`src/rtl/ex_issue_ctrl_pkg.sv`:
```
// rtl/ex_issue_ctrl_pkg.sv - shared state encoding and EX control record for the issue controller
package ex_issue_ctrl_pkg;

    typedef enum logic {
        EXC_RUN      = 1'b0,
        EXC_REDIRECT = 1'b1
    } exc_state_e;

    typedef struct packed {
        logic [31:0] pc;
        logic [4:0]  rd;
        logic        is_load;
        logic        is_branch;
        logic        is_jal;
        logic        is_jalr;
        logic        valid;
    } ex_ctrl_t;

    localparam ex_ctrl_t EX_BUBBLE = '0;

endpackage

```
`src/rtl/ex_issue_ctrl_perf_counter.sv`:
```
// rtl/ex_issue_ctrl_perf_counter.sv - wrapping performance counter with increment enable
module perf_counter #(
    parameter int CNT_W = 32
) (
    input  logic             clk,
    input  logic             reset,
    input  logic             inc_i,
    output logic [CNT_W-1:0] cnt_o
);

    logic [CNT_W-1:0] cnt_q, cnt_d;

    always_comb begin
        cnt_d = cnt_q;
        if (inc_i) cnt_d = cnt_q + CNT_W'(1);
    end

    always_ff @(posedge clk) begin
        if (reset) cnt_q <= '0;
        else       cnt_q <= cnt_d;
    end

    assign cnt_o = cnt_q;

endmodule

```
`src/rtl/ex_issue_ctrl.sv`:
```
// rtl/ex_issue_ctrl.sv - ID->EX issue control: load-use bubbles, backpressure hold, registered redirect
module ex_issue_ctrl
    import ex_issue_ctrl_pkg::*;
#(
    parameter int CNT_W = 32
) (
    input  logic             clk,
    input  logic             reset,
    input  logic             id_valid_i,
    output logic             id_ready_o,
    input  logic [31:0]      id_pc_i,
    input  logic [4:0]       id_rd_i,
    input  logic [4:0]       id_rs1_i,
    input  logic [4:0]       id_rs2_i,
    input  logic             id_uses_rs1_i,
    input  logic             id_uses_rs2_i,
    input  logic             id_is_load_i,
    input  logic             id_is_branch_i,
    input  logic             id_is_jal_i,
    input  logic             id_is_jalr_i,
    output logic             ex_valid_o,
    output logic [31:0]      ex_pc_o,
    output logic [4:0]       ex_rd_o,
    output logic             ex_is_load_o,
    output logic             ex_is_branch_o,
    output logic             ex_is_jal_o,
    output logic             ex_is_jalr_o,
    input  logic             ex_br_taken_i,
    input  logic [31:0]      ex_redirect_target_i,
    input  logic             wb_ready_i,
    output logic             retire_valid_o,
    output logic             redirect_valid_o,
    output logic [31:0]      redirect_pc_o,
    output logic             flush_o,
    output logic [CNT_W-1:0] retired_cnt_o,
    output logic [CNT_W-1:0] redirect_cnt_o,
    output logic [CNT_W-1:0] stall_cnt_o
);

    exc_state_e  state_q, state_d;
    ex_ctrl_t    ex_q, ex_d, id_ctrl;
    logic [31:0] redir_pc_q, redir_pc_d;
    logic        adv, take, lu, id_ready;

    assign id_ctrl = '{pc: id_pc_i, rd: id_rd_i, is_load: id_is_load_i,
                       is_branch: id_is_branch_i, is_jal: id_is_jal_i,
                       is_jalr: id_is_jalr_i, valid: id_valid_i};

    assign adv  = ~ex_q.valid | wb_ready_i;
    assign take = ex_q.valid & wb_ready_i &
                  (ex_q.is_jal | ex_q.is_jalr | (ex_q.is_branch & ex_br_taken_i));
    assign lu   = ex_q.valid & ex_q.is_load & (ex_q.rd != 5'd0) &
                  ((id_uses_rs1_i & (id_rs1_i == ex_q.rd)) |
                   (id_uses_rs2_i & (id_rs2_i == ex_q.rd)));

    always_comb begin
        state_d    = state_q;
        ex_d       = ex_q;
        redir_pc_d = redir_pc_q;
        id_ready   = 1'b0;
        case (state_q)
            EXC_RUN: begin
                // A take squashes whatever decode offers in the same cycle.
                if (take) begin
                    redir_pc_d = ex_redirect_target_i;
                    state_d    = EXC_REDIRECT;
                    id_ready   = 1'b1;
                    ex_d       = EX_BUBBLE;
                end else if (adv && lu) begin
                    ex_d = EX_BUBBLE;
                end else if (adv) begin
                    id_ready = 1'b1;
                    ex_d     = id_ctrl;
                end
            end
            EXC_REDIRECT: begin
                id_ready = 1'b1;
                ex_d     = EX_BUBBLE;
                state_d  = EXC_RUN;
            end
            default: state_d = EXC_RUN;
        endcase
    end

    always_ff @(posedge clk) begin
        if (reset) begin
            state_q    <= EXC_RUN;
            ex_q       <= EX_BUBBLE;
            redir_pc_q <= '0;
        end else begin
            state_q    <= state_d;
            ex_q       <= ex_d;
            redir_pc_q <= redir_pc_d;
        end
    end

    assign id_ready_o       = id_ready & ~reset;
    assign ex_valid_o       = ex_q.valid;
    assign ex_pc_o          = ex_q.pc;
    assign ex_rd_o          = ex_q.rd;
    assign ex_is_load_o     = ex_q.is_load & ex_q.valid;
    assign ex_is_branch_o   = ex_q.is_branch & ex_q.valid;
    assign ex_is_jal_o      = ex_q.is_jal & ex_q.valid;
    assign ex_is_jalr_o     = ex_q.is_jalr & ex_q.valid;
    assign retire_valid_o   = ex_q.valid & wb_ready_i;
    assign redirect_valid_o = (state_q == EXC_REDIRECT);
    assign flush_o          = redirect_valid_o;
    assign redirect_pc_o    = redir_pc_q;

    perf_counter #(.CNT_W(CNT_W)) u_retired_cnt (
        .clk(clk), .reset(reset), .inc_i(retire_valid_o), .cnt_o(retired_cnt_o)
    );
    perf_counter #(.CNT_W(CNT_W)) u_redirect_cnt (
        .clk(clk), .reset(reset), .inc_i(take), .cnt_o(redirect_cnt_o)
    );
    perf_counter #(.CNT_W(CNT_W)) u_stall_cnt (
        .clk(clk), .reset(reset), .inc_i(id_valid_i & ~id_ready_o), .cnt_o(stall_cnt_o)
    );

endmodule

```
`config.mk`:
```
export PLATFORM = sky130hd
export DESIGN_NAME = ex_issue_ctrl
export DESIGN_NICKNAME = d
export VERILOG_FILES = /design/src/rtl/ex_issue_ctrl_pkg.sv /design/src/rtl/ex_issue_ctrl_perf_counter.sv /design/src/rtl/ex_issue_ctrl.sv
export SDC_FILE = /design/constraint.sdc
export NUM_CORES = 1
export LEC_CHECK = 0
export ABC_AREA = 1
export CORE_MARGIN = 3
export CORE_UTILIZATION = 52
export CTS_BUF_LIST = sky130_fd_sc_hd__clkbuf_4
export DETAILED_ROUTE_END_ITERATION = 8
export DONT_BUFFER_PORTS = 1
export HOLD_SLACK_MARGIN = 0.1
export PLACE_DENSITY_LB_ADDON = 0.08
export SYNTH_ARGS = -nofsm -noshare
export SYNTH_HDL_FRONTEND = slang
export SYNTH_SLANG_ARGS = --single-unit
```
`constraint.sdc`:
```
create_clock -name clk -period 1.88 [get_ports clk]
set_input_delay 0.376 -clock clk [delete_from_list [all_inputs] [get_ports clk]]
set_output_delay 0.376 -clock clk [all_outputs]
set_load 0.1 [all_outputs]
```
==> results.toml, run 1 <==
[cells_and_area]
final_common_cell = "nand2_1"
final_util_pct = 69.0
final_cell_mix = "nand2_1, buf_4, nor2_1, inv_1, a21oi_1"
nets = 1555
syn_to_final_growth_pct = 28.1
layout-drive-gt1-share_pct = 28.5
design_area_um2 = 11100

[drt]
routed.top_layer = "met4"
drc = 0
dr.pass1.iters = 6
wl_met1_um = 10100
dr_wl_met3_um = 2260
dr_wl_met2_um = 12300
drt_iter0_markers = 553
vias = 8772
ant_nets = 0
post_drt_wl_per_cell_um = 14.9
wl_um = 25300
vias_per_cell = 5.18

[cts]
root_buffer = "clkbuf_4"
holdBufCountCts = 8
clock_sinks = 171
insertion_delay_ps = 590
cts_tree = "built"
cts_buffers = 17
cts.htree.levels = 4
cts_buffer_depth = 2
path_clk_slew_ps = 140

[sta]
hold_violations = 128
fin_crit_sh_pct = 123
hold_ws_ps = -149
fmax_ghz = 0.433
rsz0062_at_grt = "true"
maxSlewViolCount = 0
worst_pin_slew_ps = 444
setup_slack_ps = -429
finClkSkew_ps = 26.5
setup_viol = 4
maxSlewHeadroom_pct = 70.3
period_needed_ps = 2310
tns_ps = -707

[global_routing]
grt_max_degree = 136
grt_overflow = 0
grt_usage_pct = 26.2
antenna_found_initial = 1
grt_pass1_vias = 8183
grt_pass1_wl_um = 39300

[worst_setup_path]
rrSetupSlack_ps = 30
startpoint_type = "flop"
setup.worst_path.class = "reg2out"
cp.arrival_ps = 1930
crit_top_cell = "nand2_4"
path_cells = "inv_2 > nand2_1 > nand2_1 > nor2_2 > nand3_1 > nand2_2 > nand2_4 > nand2_4 > nand2_4 > nand2_4 > clkinvlp_4 > buf_12"
rr_startpoint = "ex_rd_o[0]"
crit_required_ps = 1500
crit_path_top_delay_cell = "dfxtp_4"
critPathMaxStageDelay_ps = 400
end_kind = "output port"
cp_max_fo = 5
crit_path_start = "ex_rd_o[0]"

[synthesis]
yosysSeqAreaShare_pct = 39.4
netlist_instances = 1301
ys_ff_latch = 171
yosysUniqueCellTypes = 41
syn_nets = 1394
synth.avg_cell_area_um2 = 6.67
yosysWarnings = 0
syn_area_um2 = 8680

[run_status]
violations = "negative hold slack, negative setup slack"
status = "complete, but fails checks"

[pwr]
p_leak_nw = 4.62
p_per_area_nw_per_um2 = 679
peakVddDrop_v = 0.000820

[placement]
dp.final_hpwl_um = 18200
gp_congestion = 0.891
place_area_um2 = 10300
io_buffers = 0

[die]
io-pin-count = 264
core_area_um2 = 16100
die_h_um = 135
initial_core_util_pct = 53.9
die_w_um = 135
die-area_um2 = 18300
rows = 46

[min_path]
min_from = "reset"
hold_path_class = "in2reg"

[run]
maxCapViolCount = 0
## what timing repair did
item                                    4_1_cts  5_1_grt
endpoints found under the hold margin       142      130
pin swaps                                     8       21
gates cloned                                  0        3
setup buffers                                 7        6
endpoints found under the setup margin        5       38
resized for setup                            31       42
## worst max-delay path, delay by kind of cell (launching register included)
family / cells / cell delay (ps)
simple gates: 9 / 660
flops: 1 / 400
buf+inv: 3 / 300
## report_power, final
part / internal, W / total [W] / switching (W)
Sequential: 0.00369 / 0.00375 / 0.0000559
Clock: 0.00110 / 0.00247 / 0.00137
Combinational: 0.000314 / 0.00133 / 0.00102
Total: 0.00510 / 0.00755 / 0.00244
## worst paths after layout
| path | cells past startpoint | end |
|---|---|---|
| hold / removal | 1 | u_stall_cnt.cnt_o[8] |
| hold reg to reg | 2 | ex_pc_o[13] |
| setup reg to reg | 14 | u_stall_cnt.cnt_o[22] |
| setup / recovery | 12 | id_ready_o |
## final cells by class
| cell class | instances | area, um2 |
|---|---|---|
| clock inverter | 13 | 189 |
| inverter | 131 | 529 |
| clock buffer | 19 | 143 |
| fill | 1388 | 4990 |
| multi-input combinational | 913 | 4470 |
| tap | 216 | 270 |
| timing repair buffer | 228 | 1910 |
| antenna | 3 | 7.51 |
| sequential | 171 | 3600 |
## state kept, by name, indices dropped and copies added, names as in the netlist
| name | flops |
|---|---|
| redirect_pc_o | 32 |
| ex_valid_o | 1 |
| flush_o | 1 |
| ex_pc_o | 32 |
| ex_q | 4 |
| u_redirect_cnt.cnt_o | 32 |
| u_stall_cnt.cnt_o | 32 |
| ex_rd_o | 5 |
| u_retired_cnt.cnt_o | 32 |
## cell usage after synthesis
master,count,share of area (%)
inv_1,123,5.3
a31oi_1,4,0.29
nand4_2,1,0.14
o211ai_1,1,0.086
buf_2,10,0.58
xor2_1,20,2.0
nand3_4,1,0.20
o21ai_0,23,1.3
nor2_2,4,0.29
clkbuf_1,32,1.4
o221ai_1,1,0.10
nand4_1,20,1.4
a21oi_1,117,6.7
nor3b_1,3,0.26
nor3_4,1,0.19
nor3_2,2,0.23
nor3_1,41,2.4
o21ai_1,3,0.17
nand2_4,3,0.39
a21oi_4,1,0.19
ha_1,3,0.43
o21bai_1,7,0.61
nor3b_2,2,0.29
buf_4,43,3.7
clkinv_1,3,0.13
o221a_2,1,0.13
nor2_4,6,0.78
a21boi_0,1,0.086
buf_1,1,0.043
nand3_1,88,5.1
nor2_1,146,6.3
nand2_1,384,17
nand3_2,1,0.12
xnor2_1,9,0.91
nand2_2,7,0.50
nand3b_1,1,0.086
o21a_1,4,0.35
inv_2,5,0.22
dfxtp_1,171,39
nor4_1,4,0.29
and3_1,3,0.22
## per-stage QoR
| stage | instances | hold WS [ps] | power (W) | worst slack [ps] |
|---|---|---|---|---|
| floorplan | 1301 | 446 | 0.00494 | -260 |
| finish | 1694 | -149 | 0.00755 | -429 |
| global route | 1694 | -203 | 0.00782 | -571 |
| CTS | 1683 | -206 | 0.00757 | -442 |
| detailed placement | 1636 | 451 | 0.00509 | 31.3 |
| global placement | 1636 | 443 | 0.00507 | 81.1 |
## kinds of logic (layout without fill, tap and decap cells)
kind of cell | after synthesis | after routing | synth area share (%)
other | 0 | 3 | 0
XOR/XNOR | 29 | 29 | 2.93
buffers and inverters | 217 | 391 | 11.4
flip-flops | 171 | 171 | 39.4
AO/OA/AOI/OAI | 163 | 163 | 10.1
adder cells (fa/ha/maj) | 3 | 3 | 0.432
AND/OR/NAND/NOR | 718 | 718 | 35.8
## metal layers
| metal | vias to the layer above | global-route usage, % |
|---|---|---|
| met4 | 0 | 9.01 |
| met3 | 50 | 7.91 |
| met2 | 321 | 45.0 |
| li1 | 4431 | - |
| met5 | - | 0 |
| met1 | 3970 | 31.2 |
Note: power is estimated with default switching activity, not from simulation.
==> run 2: changes to the inputs <==
- SKIP_LAST_GASP: unset -> 1
==> results.toml, run 2 (synthesized netlist as in run 1, its figures left out) <==
[placement]
io_buffers = 0
place_area_um2 = 10300
place_ws_ps = 31.3
dp.final_hpwl_um = 18200
gp_congestion = 0.891

[die]
die_w_um = 135
die-area_um2 = 18300
core_area_um2 = 16100
io-pin-count = 264
initial_core_util_pct = 53.9
die_h_um = 135
rows = 46

[drt]
ant_nets = 0
wl_met1_um = 10300
wl_um = 25400
vias_per_cell = 5.19
routed.top_layer = "met4"
drc = 0
dr_wl_met2_um = 12400
drt_iter0_markers = 615
post_drt_wl_per_cell_um = 15.0
dr_wl_met3_um = 2170
vias = 8796
dr.pass1.iters = 5

[cells_and_area]
syn_to_final_growth_pct = 27.9
final_common_cell = "nand2_1"
layout-drive-gt1-share_pct = 28.2
final_cell_mix = "nand2_1, buf_4, nor2_1, inv_1, a21oi_1"
fillers = 1403
nets = 1555
design_area_um2 = 11100

[global_routing]
grt_overflow = 0
grt_usage_pct = 26.1
antenna_found_initial = 1
grt_max_degree = 136
grt_pass1_vias = 8158
grt_pass1_wl_um = 39100

[worst_setup_path]
startpoint_type = "flop"
crit_required_ps = 1500
cp.arrival_ps = 1930
cp_max_fo = 5
setup.worst_path.class = "reg2out"
end_kind = "output port"

[sta]
maxSlewViolCount = 0
setup_viol = 4
hold_violations = 128
hold_ws_ps = -141
fmax_ghz = 0.433
rsz0062_at_grt = "true"
tns_ps = -755
finClkSkew_ps = 24.7
maxSlewHeadroom_pct = 69.6
worst_pin_slew_ps = 455
setup_slack_ps = -428
period_needed_ps = 2310
fin_crit_sh_pct = 123

[run]
maxCapViolCount = 0

[cts]
cts_tree = "built"
cts_buffer_depth = 2
cts_buffers = 17
cts.htree.levels = 4
insertion_delay_ps = 580
clock_sinks = 171
path_clk_slew_ps = 140
holdBufCountCts = 8
root_buffer = "clkbuf_4"

[run_status]
violations = "negative hold slack, negative setup slack"
status = "complete, but fails checks"

[pwr]
power_w = 0.00755
peakVddDrop_v = 0.000825
p_per_area_nw_per_um2 = 680
p_leak_nw = 4.61

[min_path]
hold_path_class = "in2reg"
run 2: worst paths after layout:
path | depth (start not counted) | startpoint | slack [ps] | to
setup / recovery | 12 | ex_rd_o[3] | -430 | id_ready_o
hold / removal | 1 | reset | -140 | ex_pc_o[28]
setup reg to reg | 14 | ex_rd_o[3] | 30 | u_stall_cnt.cnt_o[22]
hold reg to reg | 2 | redirect_pc_o[19] | 480 | redirect_pc_o[19]
run 2: metal layers:
layer  up-vias  global-route usage, %
met5         -                      0
met4         0                   9.13
met3        44                   7.99
met2       312                   44.6
met1      4002                   31.2
li1       4438                      -
run 2: repair_timing:
| action | in CTS | in global routing |
|---|---|---|
| setup endpoints to repair | 5 | 38 |
| setup buffers | 7 | 6 |
| pin swaps | 8 | 18 |
| cloned | 0 | 3 |
| hold endpoints to repair | 142 | 130 |
| gates resized for setup | 20 | 47 |
run 2: through the flow:
stage	cells	util [%]	hold WS (ps)
floorplan	1301	-	446
global placement	1636	63.9	443
detailed placement	1636	63.9	451
CTS	1683	67.1	-206
global route	1694	68.9	-200
finish	1694	68.9	-141
run 2: power breakdown:
| group | internal, W | switching (W) |
|---|---|---|
| registers | 0.00369 | 0.0000545 |
| logic | 0.000313 | 0.00102 |
| clock network | 0.00110 | 0.00137 |
| total | 0.00510 | 0.00245 |
run 2: critical path, cell delays in order (launching register included):
cell        delay [ps]
dfxtp_4            390
inv_2               50
nand2_1             60
nand2_1             60
nor2_2             100
nand3_1             90
nand2_2             90
nand2_4             60
nand2_4             70
nand2_4             50
nand2_4             70
clkinvlp_4          90
buf_12             170
run 2: cell type report:
class	count	area [um2]	area share, %
antenna	3	7.51	0.0676
sequential	171	3600	32.4
clock buffer	19	143	1.28
inverter	131	527	4.74
multi-input combinational	913	4450	40.1
clock inverter	13	189	1.70
timing repair buffer	228	1910	17.2
tap	216	270	2.43
==> run 3: changes to the inputs <==
- CORE_ASPECT_RATIO: unset -> 1.4
- CORE_MARGIN: 3 -> 2
- GPL_ROUTABILITY_DRIVEN: unset -> 0
==> results.toml, run 3 (synthesized netlist as in run 1, its figures left out) <==
[drt]
ant_nets = 0
wl_um = 24700
drc = 16
vias_per_cell = 5.19
dr.pass1.iters = 9
post_drt_wl_per_cell_um = 14.7
drt_iter0_markers = 617
vias = 8712

[die]
core_area_um2 = 16200
die-area_um2 = 17800
die_h_um = 157
initial_core_util_pct = 53.5
io-pin-count = 264
die_w_um = 113
rows = 55

[sta]
hold_violations = 129
maxSlewHeadroom_pct = 70.6
finClkSkew_ps = 21.6
fin_crit_sh_pct = 124
period_needed_ps = 2340
rsz0062_at_grt = "true"
worst_pin_slew_ps = 437
hold_ws_ps = -166
fmax_ghz = 0.427
maxSlewViolCount = 0
setup_viol = 4
setup_slack_ps = -460

[run]
maxCapViolCount = 0

[global_routing]
grt_max_degree = 136
grt_overflow = 0
grt_pass1_vias = 8084
antenna_found_initial = 1
grt_usage_pct = 26.8
grt_pass1_wl_um = 38500

[placement]
place_ws_ps = -3.34
dp.final_hpwl_um = 17900
io_buffers = 0
place_inst = 1618

[worst_setup_path]
cp_max_fo = 2
startpoint_type = "flop"
end_kind = "output port"
rr_startpoint = "ex_q[3]"
setup.worst_path.class = "reg2out"
cp.arrival_ps = 1960
reg2reg_depth = 9
crit_required_ps = 1500
r2r_end = "u_redirect_cnt.cnt_o[19]"
rrSetupSlack_ps = 40

[cells_and_area]
nets = 1557
fin_cells = 1677
final_util_pct = 67.6
layout-drive-gt1-share_pct = 27.6
final_common_cell = "nand2_1"
final_cell_mix = "nand2_1, buf_4, nor2_1, a21oi_1, inv_1"
syn_to_final_growth_pct = 26.3

[min_path]
hold_depth = 1
min_to = "u_stall_cnt.cnt_o[9]"
min_from = "reset"
hold_path_class = "in2reg"

[pwr]
p_leak_nw = 4.57
p_per_area_nw_per_um2 = 640
power_w = 0.00702
peakVddDrop_v = 0.000337

[cts]
path_clk_slew_ps = 150
cts_buffers = 17
clock_sinks = 171
cts_buffer_depth = 2
cts.htree.levels = 4
holdBufCountCts = 10
insertion_delay_ps = 580
root_buffer = "clkbuf_4"
cts_tree = "built"

[run_status]
violations = "design-rule violations, negative hold slack, negative setup slack"
status = "complete, but fails checks"
## run 3: cell count changes in the layout (fill, tap and decap cells not counted), sizes merged
cell and change:
bufinv -4, clkbuf -3, clkinv +1, diode -2, clkinvlp +2, buf +2
dlygate4sd3 +1, inv +3
## run 3: worst max-delay path by stage
stage / startpoint / endpoint / slack (ps) / cells past startpoint
after floorplan: ex_valid_o / u_stall_cnt.cnt_o[3] / -260 / 11
after CTS: ex_rd_o[1] / id_ready_o / -450 / 12
final: ex_q[3] / id_ready_o / -460 / 9
after global routing: ex_rd_o[4] / id_ready_o / -560 / 12
after global placement: ex_br_taken_i / id_ready_o / 20 / 9
after detailed placement: ex_br_taken_i / id_ready_o / -3 / 9
## run 3: final cells by class
class | instances | area [um2]
clock inverters | 15 | 115
inverters | 131 | 526
repair buffers | 230 | 1930
diodes | 1 | 2.50
well taps | 199 | 249
fillers | 1457 | 5270
clock buffers | 17 | 128
multi-input cells | 913 | 4430
flip-flops and latches | 171 | 3590
## run 3: metrics by stage
| stage | cell area, um2 | hold slack (ps) | setup TNS, ps |
|---|---|---|---|
| finish | 11000 | -166 | -680 |
| global route | 11000 | -217 | -1280 |
| CTS | 10700 | -189 | -3600 |
| detailed placement | 10300 | 447 | -3.34 |
| global placement | 10300 | 443 | 0 |
| floorplan | 8910 | 446 | -507 |
## run 3: timing repair
action,in CTS,in global routing
gates cloned,0,1
buffers inserted,6,9
gates resized for setup,19,49
endpoints found under the hold margin,141,132
pin swaps,10,17
endpoints found under the setup margin,5,70
## run 3: critical path, stage by stage, from the launching register on
cell	delay (ps)
dfxtp_2	350
inv_1	40
o211ai_1	380
nand2_4	90
nand2_2	90
inv_2	60
nand2_4	70
nand2_4	50
clkinvlp_4	80
buf_12	170
## run 3: routing by layer
layer / global-route usage [%] / vias to the layer above / part of all wire [%]
li1: - / 4434 / -
met1: 30.6 / 3945 / 38
met2: 46.8 / 284 / 51
met3: 7.78 / 49 / 7.5
met4: 11.0 / 0 / 2.7
met5: 0 / - / 0
## run 3: where the power goes
| group | switching [W] | leakage [nW] | total, W | internal [W] |
|---|---|---|---|---|
| combinational | 0.00101 | 3.00 | 0.00132 | 0.000312 |
| clock | 0.00140 | 0.129 | 0.00195 | 0.000543 |
| sequential | 0.0000555 | 1.44 | 0.00375 | 0.00370 |
